[src/rtl/ghash_ctrl.sv]
// Sequencing FSM for the GHASH datapath: load H, clear, fold AAD/CT/length blocks, pulse done.
// Optional abort input and flush state are compiled in when GHASH_CTRL_ABORT_EN is defined.
module ghash_ctrl #(
    parameter int CNT_W = 16
) (
    input  logic             clk,
    input  logic             rst,
    input  logic             start,
    input  logic [CNT_W-1:0] aad_blocks,
    input  logic [CNT_W-1:0] ct_blocks,
    input  logic             in_valid,
`ifdef GHASH_CTRL_ABORT_EN
    input  logic             abort,
`endif
    output logic             in_ready,
    output logic             h_reg_en,
    output logic [1:0]       mux_sel,
    output logic             ac_reg_en,
    output logic             ac_clr,
    output logic             s_clr,
    output logic             s_reg_en,
    output logic             busy,
    output logic             done
);

    typedef enum logic [3:0] {
        IDLE,
        LOAD_H,
        CLR,
        AAD_ACC,
        AAD_MUL,
        CT_ACC,
        CT_MUL,
        LEN_ACC,
        LEN_MUL,
        DONE
`ifdef GHASH_CTRL_ABORT_EN
        , FLUSH
`endif
    } state_t;

    localparam logic [1:0] SEL_AAD = 2'b00;
    localparam logic [1:0] SEL_CT  = 2'b01;
    localparam logic [1:0] SEL_LEN = 2'b10;

    // Per-state output image; acc marks the handshaking accumulate states.
    typedef struct packed {
        logic       h_reg_en;
        logic [1:0] mux_sel;
        logic       acc;
        logic       len;
        logic       ac_clr;
        logic       s_clr;
        logic       s_reg_en;
        logic       busy;
        logic       done;
    } out_t;

    state_t           state, state_nx;
    logic [CNT_W-1:0] a_cnt, a_nx;
    logic [CNT_W-1:0] c_cnt, c_nx;
    out_t             outs;

    function automatic out_t decode(input state_t s);
        out_t o;
        o      = '0;
        o.busy = (s != IDLE);
        case (s)
            LOAD_H:  o.h_reg_en = 1'b1;
            CLR: begin
                o.ac_clr = 1'b1;
                o.s_clr  = 1'b1;
            end
            AAD_ACC: begin
                o.mux_sel = SEL_AAD;
                o.acc     = 1'b1;
            end
            AAD_MUL: begin
                o.mux_sel  = SEL_AAD;
                o.s_reg_en = 1'b1;
            end
            CT_ACC: begin
                o.mux_sel = SEL_CT;
                o.acc     = 1'b1;
            end
            CT_MUL: begin
                o.mux_sel  = SEL_CT;
                o.s_reg_en = 1'b1;
            end
            LEN_ACC: begin
                o.mux_sel = SEL_LEN;
                o.len     = 1'b1;
            end
            LEN_MUL: begin
                o.mux_sel  = SEL_LEN;
                o.s_reg_en = 1'b1;
            end
            DONE:    o.done = 1'b1;
`ifdef GHASH_CTRL_ABORT_EN
            FLUSH: begin
                o.ac_clr = 1'b1;
                o.s_clr  = 1'b1;
            end
`endif
            default: ;
        endcase
        return o;
    endfunction

    // NOTE: every signal written here gets a default first so no latch is inferred.
    always_comb begin
        state_nx = state;
        a_nx     = a_cnt;
        c_nx     = c_cnt;
        case (state)
            IDLE: begin
                if (start) begin
                    state_nx = LOAD_H;
                    a_nx     = aad_blocks;
                    c_nx     = ct_blocks;
                end
            end
            LOAD_H:  state_nx = CLR;
            CLR: begin
                if (a_cnt != '0)      state_nx = AAD_ACC;
                else if (c_cnt != '0) state_nx = CT_ACC;
                else                  state_nx = LEN_ACC;
            end
            AAD_ACC: begin
                if (in_valid) begin
                    a_nx     = a_cnt - 1'b1;
                    state_nx = AAD_MUL;
                end
            end
            AAD_MUL: begin
                if (a_cnt != '0)      state_nx = AAD_ACC;
                else if (c_cnt != '0) state_nx = CT_ACC;
                else                  state_nx = LEN_ACC;
            end
            CT_ACC: begin
                if (in_valid) begin
                    c_nx     = c_cnt - 1'b1;
                    state_nx = CT_MUL;
                end
            end
            CT_MUL:  state_nx = (c_cnt != '0) ? CT_ACC : LEN_ACC;
            LEN_ACC: state_nx = LEN_MUL;
            LEN_MUL: state_nx = DONE;
            default: state_nx = IDLE;
        endcase
`ifdef GHASH_CTRL_ABORT_EN
        if (abort && (state != IDLE)) state_nx = FLUSH;
`endif
    end

    // Outputs are registered from the next-state decode, so they line up with state.
    // NOTE: sequential state uses non-blocking assignments only.
    always_ff @(posedge clk or negedge rst) begin
        if (!rst) begin
            state <= IDLE;
            a_cnt <= '0;
            c_cnt <= '0;
            outs  <= '0;
        end else begin
            state <= state_nx;
            a_cnt <= a_nx;
            c_cnt <= c_nx;
            outs  <= decode(state_nx);
        end
    end

    assign in_ready  = outs.acc;
    assign ac_reg_en = outs.len | (outs.acc & in_valid);
    assign h_reg_en  = outs.h_reg_en;
    assign mux_sel   = outs.mux_sel;
    assign ac_clr    = outs.ac_clr;
    assign s_clr     = outs.s_clr;
    assign s_reg_en  = outs.s_reg_en;
    assign busy      = outs.busy;
    assign done      = outs.done;

endmodule
[config.mk]
export PLATFORM = sky130hd
export DESIGN_NAME = ghash_ctrl
export DESIGN_NICKNAME = d
export VERILOG_FILES = /design/src/rtl/ghash_ctrl.sv
export SDC_FILE = /design/constraint.sdc
export NUM_CORES = 1
export LEC_CHECK = 0
export BUFFER_PORTS_ARGS = -buffer_cell sky130_fd_sc_hd__buf_2
export CAP_MARGIN = 20
export CORE_MARGIN = 10
export CORE_UTILIZATION = 50
export DETAILED_ROUTE_END_ITERATION = 16
export MAX_ROUTING_LAYER = met4
export PLACE_DENSITY_LB_ADDON = 0.25
export SLEW_MARGIN = 20
export SYNTH_ARGS = -nofsm -noshare
export SYNTH_HDL_FRONTEND = slang
export SYNTH_SLANG_ARGS = --single-unit
[constraint.sdc]
create_clock -name clk -period 4.1 [get_ports clk]
set_input_delay 0.82 -clock clk [delete_from_list [all_inputs] [get_ports clk]]
set_output_delay 0.82 -clock clk [all_outputs]
set_load 0.01 [all_outputs]
==> flow_metrics.py <==
metrics = {
    "run_status": {
        "outcome": "finished, final reports clean",
    },
    "layout": {
        "drive_above_1_share_pct": 18.1,
        "fin_cells": 424,
        "area.sequential_um2": 1130,
        "final_nets": 391,
        "multiInputGateArea_um2": 1420,
        "final_area_um2": 3010,
        "n_antenna_cell": 0,
        "fillers": 510,
        "final_cell_mix": "45 x dfrtp_1, 44 x buf_2, 30 x nor2_1, 30 x a21oi_1, 30 x o21ai_0",
        "final_common_cell": "dfrtp_1",
        "synthToLayoutAreaGrowth_pct": 10.9,
        "finish.utilization_pct": 57.9,
    },
    "worst_setup_path": {
        "cp.arrival_ps": 3300,
        "cp-start-kind": "flop",
        "reg2reg_setup_slack_ps": 980,
        "reg2reg_depth": 9,
        "path_max_fanout": 9,
        "crit_path_top_delay_cell": "nor4_1",
        "path_cells": "inv_1 > ha_1 > or3b_2 > nor4_1 > a31oi_1 > inv_2 > nand4_1 > nand2_1 > a221oi_1",
        "max_stage_delay_ps": 560,
        "path_class": "reg2reg",
        "critPathCaptureType": "flop",
        "worstPathRequired_ps": 4280,
    },
    "floorplanning": {
        "die_area_um2": 8780,
        "ioPinCount": 46,
        "start_util_pct": 52.2,
        "core_area_um2": 5200,
        "num_rows": 26,
        "die_y_um": 93.7,
        "die_w_um": 93.7,
    },
    "logic_synthesis": {
        "ys_types": 53,
        "mappedNetlistNets": 365,
        "seq_area_frac_synth_pct": 41.4,
        "synth_edf_count": 0,
        "synth_warnings": 0,
        "async_flop_share_pct": 100,
        "synth_area_per_cell_um2": 8.31,
        "yosys-top-cells-area": "dfrtp_1 41%, o21ai_0 5.7%, a21oi_1 5.5%",
        "synth-seq-cells": 45,
        "ys.flop_type": "dfrtp_1",
        "synth_top_area_share_pct": 41.4,
        "synth_cells": 327,
        "synth_top_area_cell": "dfrtp_1",
        "synthesis.area_um2": 2720,
    },
    "sta": {
        "worst_slew_margin_rel_pct": 37.1,
        "rsz0062_at_grt": "no",
        "fin_tns_setup_ps": 0,
        "hold_viol": 0,
        "min_period_over_period_pct": 76.0,
        "fin_ws_ps": 985,
        "slew_violations": 0,
        "tightestPinTransition_ps": 940,
        "setup_viol": 0,
        "clock.fmax_mhz": 321,
        "fin_skew_ps": 8.09,
        "holdWs_ps": 501,
        "fin_crit_ps": 3120,
    },
    "clock_network": {
        "cts_inserted_buffers": 5,
        "post_cts_buffers": 0,
        "holdBufCountCts": 0,
        "cts_resized": 0,
        "cts_tree": "built",
        "cts.path.max_buffers": 2,
        "cts_root_buffer": "clkbuf_8",
        "htree_levels": 2,
        "clkTransAtPathRegs_ps": 80,
        "clock_latency_ps": 310,
        "clock-sinks": 45,
    },
    "pwr": {
        "p_int_mw": 1.27,
        "leakagePower_nw": 1.30,
        "switching_share_pct": 45.1,
        "p_clk_share_pct": 13.3,
        "combPwrFrac_pct": 48.3,
        "peakVddDrop_mv": 0.337,
        "powerDensity_nw_per_um2": 770,
        "p_total_mw": 2.32,
        "pwr-share-seq_pct": 38.4,
        "p_sw_mw": 1.05,
    },
    "global_routing": {
        "use_met3_pct": 4.00,
        "grt_pass1_vias": 2389,
        "grt_pass1_wl_mm": 11.2,
        "top_usage_layer": "met2",
        "grt.met2_usage_pct": 23.8,
        "grt_max_degree": 46,
        "met1_usage_pct": 20.9,
        "antenna_found_initial": 0,
        "track_usage_pct": 16.0,
        "grt-ovfl-total": 0,
    },
    "drt": {
        "ant_nets": 0,
        "drtIter0Drc": 158,
        "wl_mm": 6.58,
        "route.detailed.drc": 0,
        "first_pass_iters": 4,
        "vias_per_cell": 5.88,
        "wl_per_cell_um": 15.5,
        "vias": 2491,
    },
    "run": {
        "timing.max_cap.violations": 0,
    },
    "placed_design": {
        "pre_cts_slack_ps": 1080,
        "placed_cells": 416,
        "dp_hpwl_mm": 4.57,
        "port_buffers": 45,
        "routabilityCongestion": 0.838,
        "placed_cell_area_um2": 2910,
    },
    "worst_hold_path": {
        "min_path_type": "in2async",
    },
}
## power by group through the flow
stage / combinational (mW) / clock, mW / sequential [mW]
after detailed placement: 1.12 / 0 / 0.895
after CTS: 1.12 / 0.313 / 0.888
after global routing: 1.28 / 0.336 / 0.937
after global placement: 1.09 / 0 / 0.890
after floorplan: 0.992 / 0 / 0.803
final: 1.12 / 0.309 / 0.892
## layer usage
metal  wire length [µm]  part of all wire [%]
met5                  0                     0
met4                 85                   1.3
met3                338                   5.1
met2               3030                    46
met1               3130                    48
## Yosys cell counts (2+ instances only)
library cell	number
nand2b_1	6
or4_4	2
a2bb2oi_1	2
dfrtp_1	45
o22ai_1	8
inv_1	9
and2_1	2
o22a_1	4
nor2b_1	2
and3b_1	2
o221ai_1	2
a22oi_1	4
nor3_1	15
or2_2	4
xnor2_1	3
nand3_1	12
a21o_1	2
or4_1	7
nor4b_1	2
a211oi_1	2
nor3b_1	2
a21oi_1	30
nand2_1	23
nor4_1	7
nand3b_1	3
ha_1	2
buf_1	2
a31oi_1	8
o21ai_0	31
o21a_1	3
o211ai_1	5
buf_4	5
clkbuf_1	19
and3_1	4
nor2_1	30
## critical path: cells and delay by family, from the launching register on
family | cells | cell delay, ps
and+or+nand+nor | 4 | 1750
DFF | 1 | 410
buffers and inverters | 2 | 240
AOI/OAI and AO/OA | 2 | 430
adders and majority gates | 1 | 160
## cell type report
cell class,count,share of cell area [%]
tap,70,2.91
timing repair buffer,46,7.80
inverter,11,1.37
multi-input combinational,244,47.2
clock buffer,7,3.20
clock inverter,1,0.166
sequential,45,37.4
## flip-flops by register name, indices dropped and copies added (netlist names)
register  cells
a_cnt        16
ac_clr        1
busy          1
c_cnt        16
done          1
h_reg_en      1
in_ready      1
mux_sel       2
outs          1
s_reg_en      1
state         4
## cell families after synthesis
kind of cell | Yosys count | share of synthesized area, %
flip-flops | 45 | 41.4
adder cells (fa/ha/maj) | 2 | 0.921
buffers and inverters | 38 | 6.22
AO/OA/AOI/OAI | 109 | 24.7
AND/OR/NAND/NOR | 129 | 25.4
multiplexers | 1 | 0.414
XOR/XNOR | 3 | 0.967
## path summary, 6_finish.rpt
check | start | to
worst max-delay path | a_cnt[0] | c_cnt[11]
worst min-delay path | rst | ac_clr
worst max register to register | a_cnt[0] | c_cnt[11]
worst min register to register | a_cnt[9] | a_cnt[9]
max in group asynchronous | rst | a_cnt[12]
min in group clk | a_cnt[9] | a_cnt[9]
No activity file was read; power rests on OpenSTA's default activity.
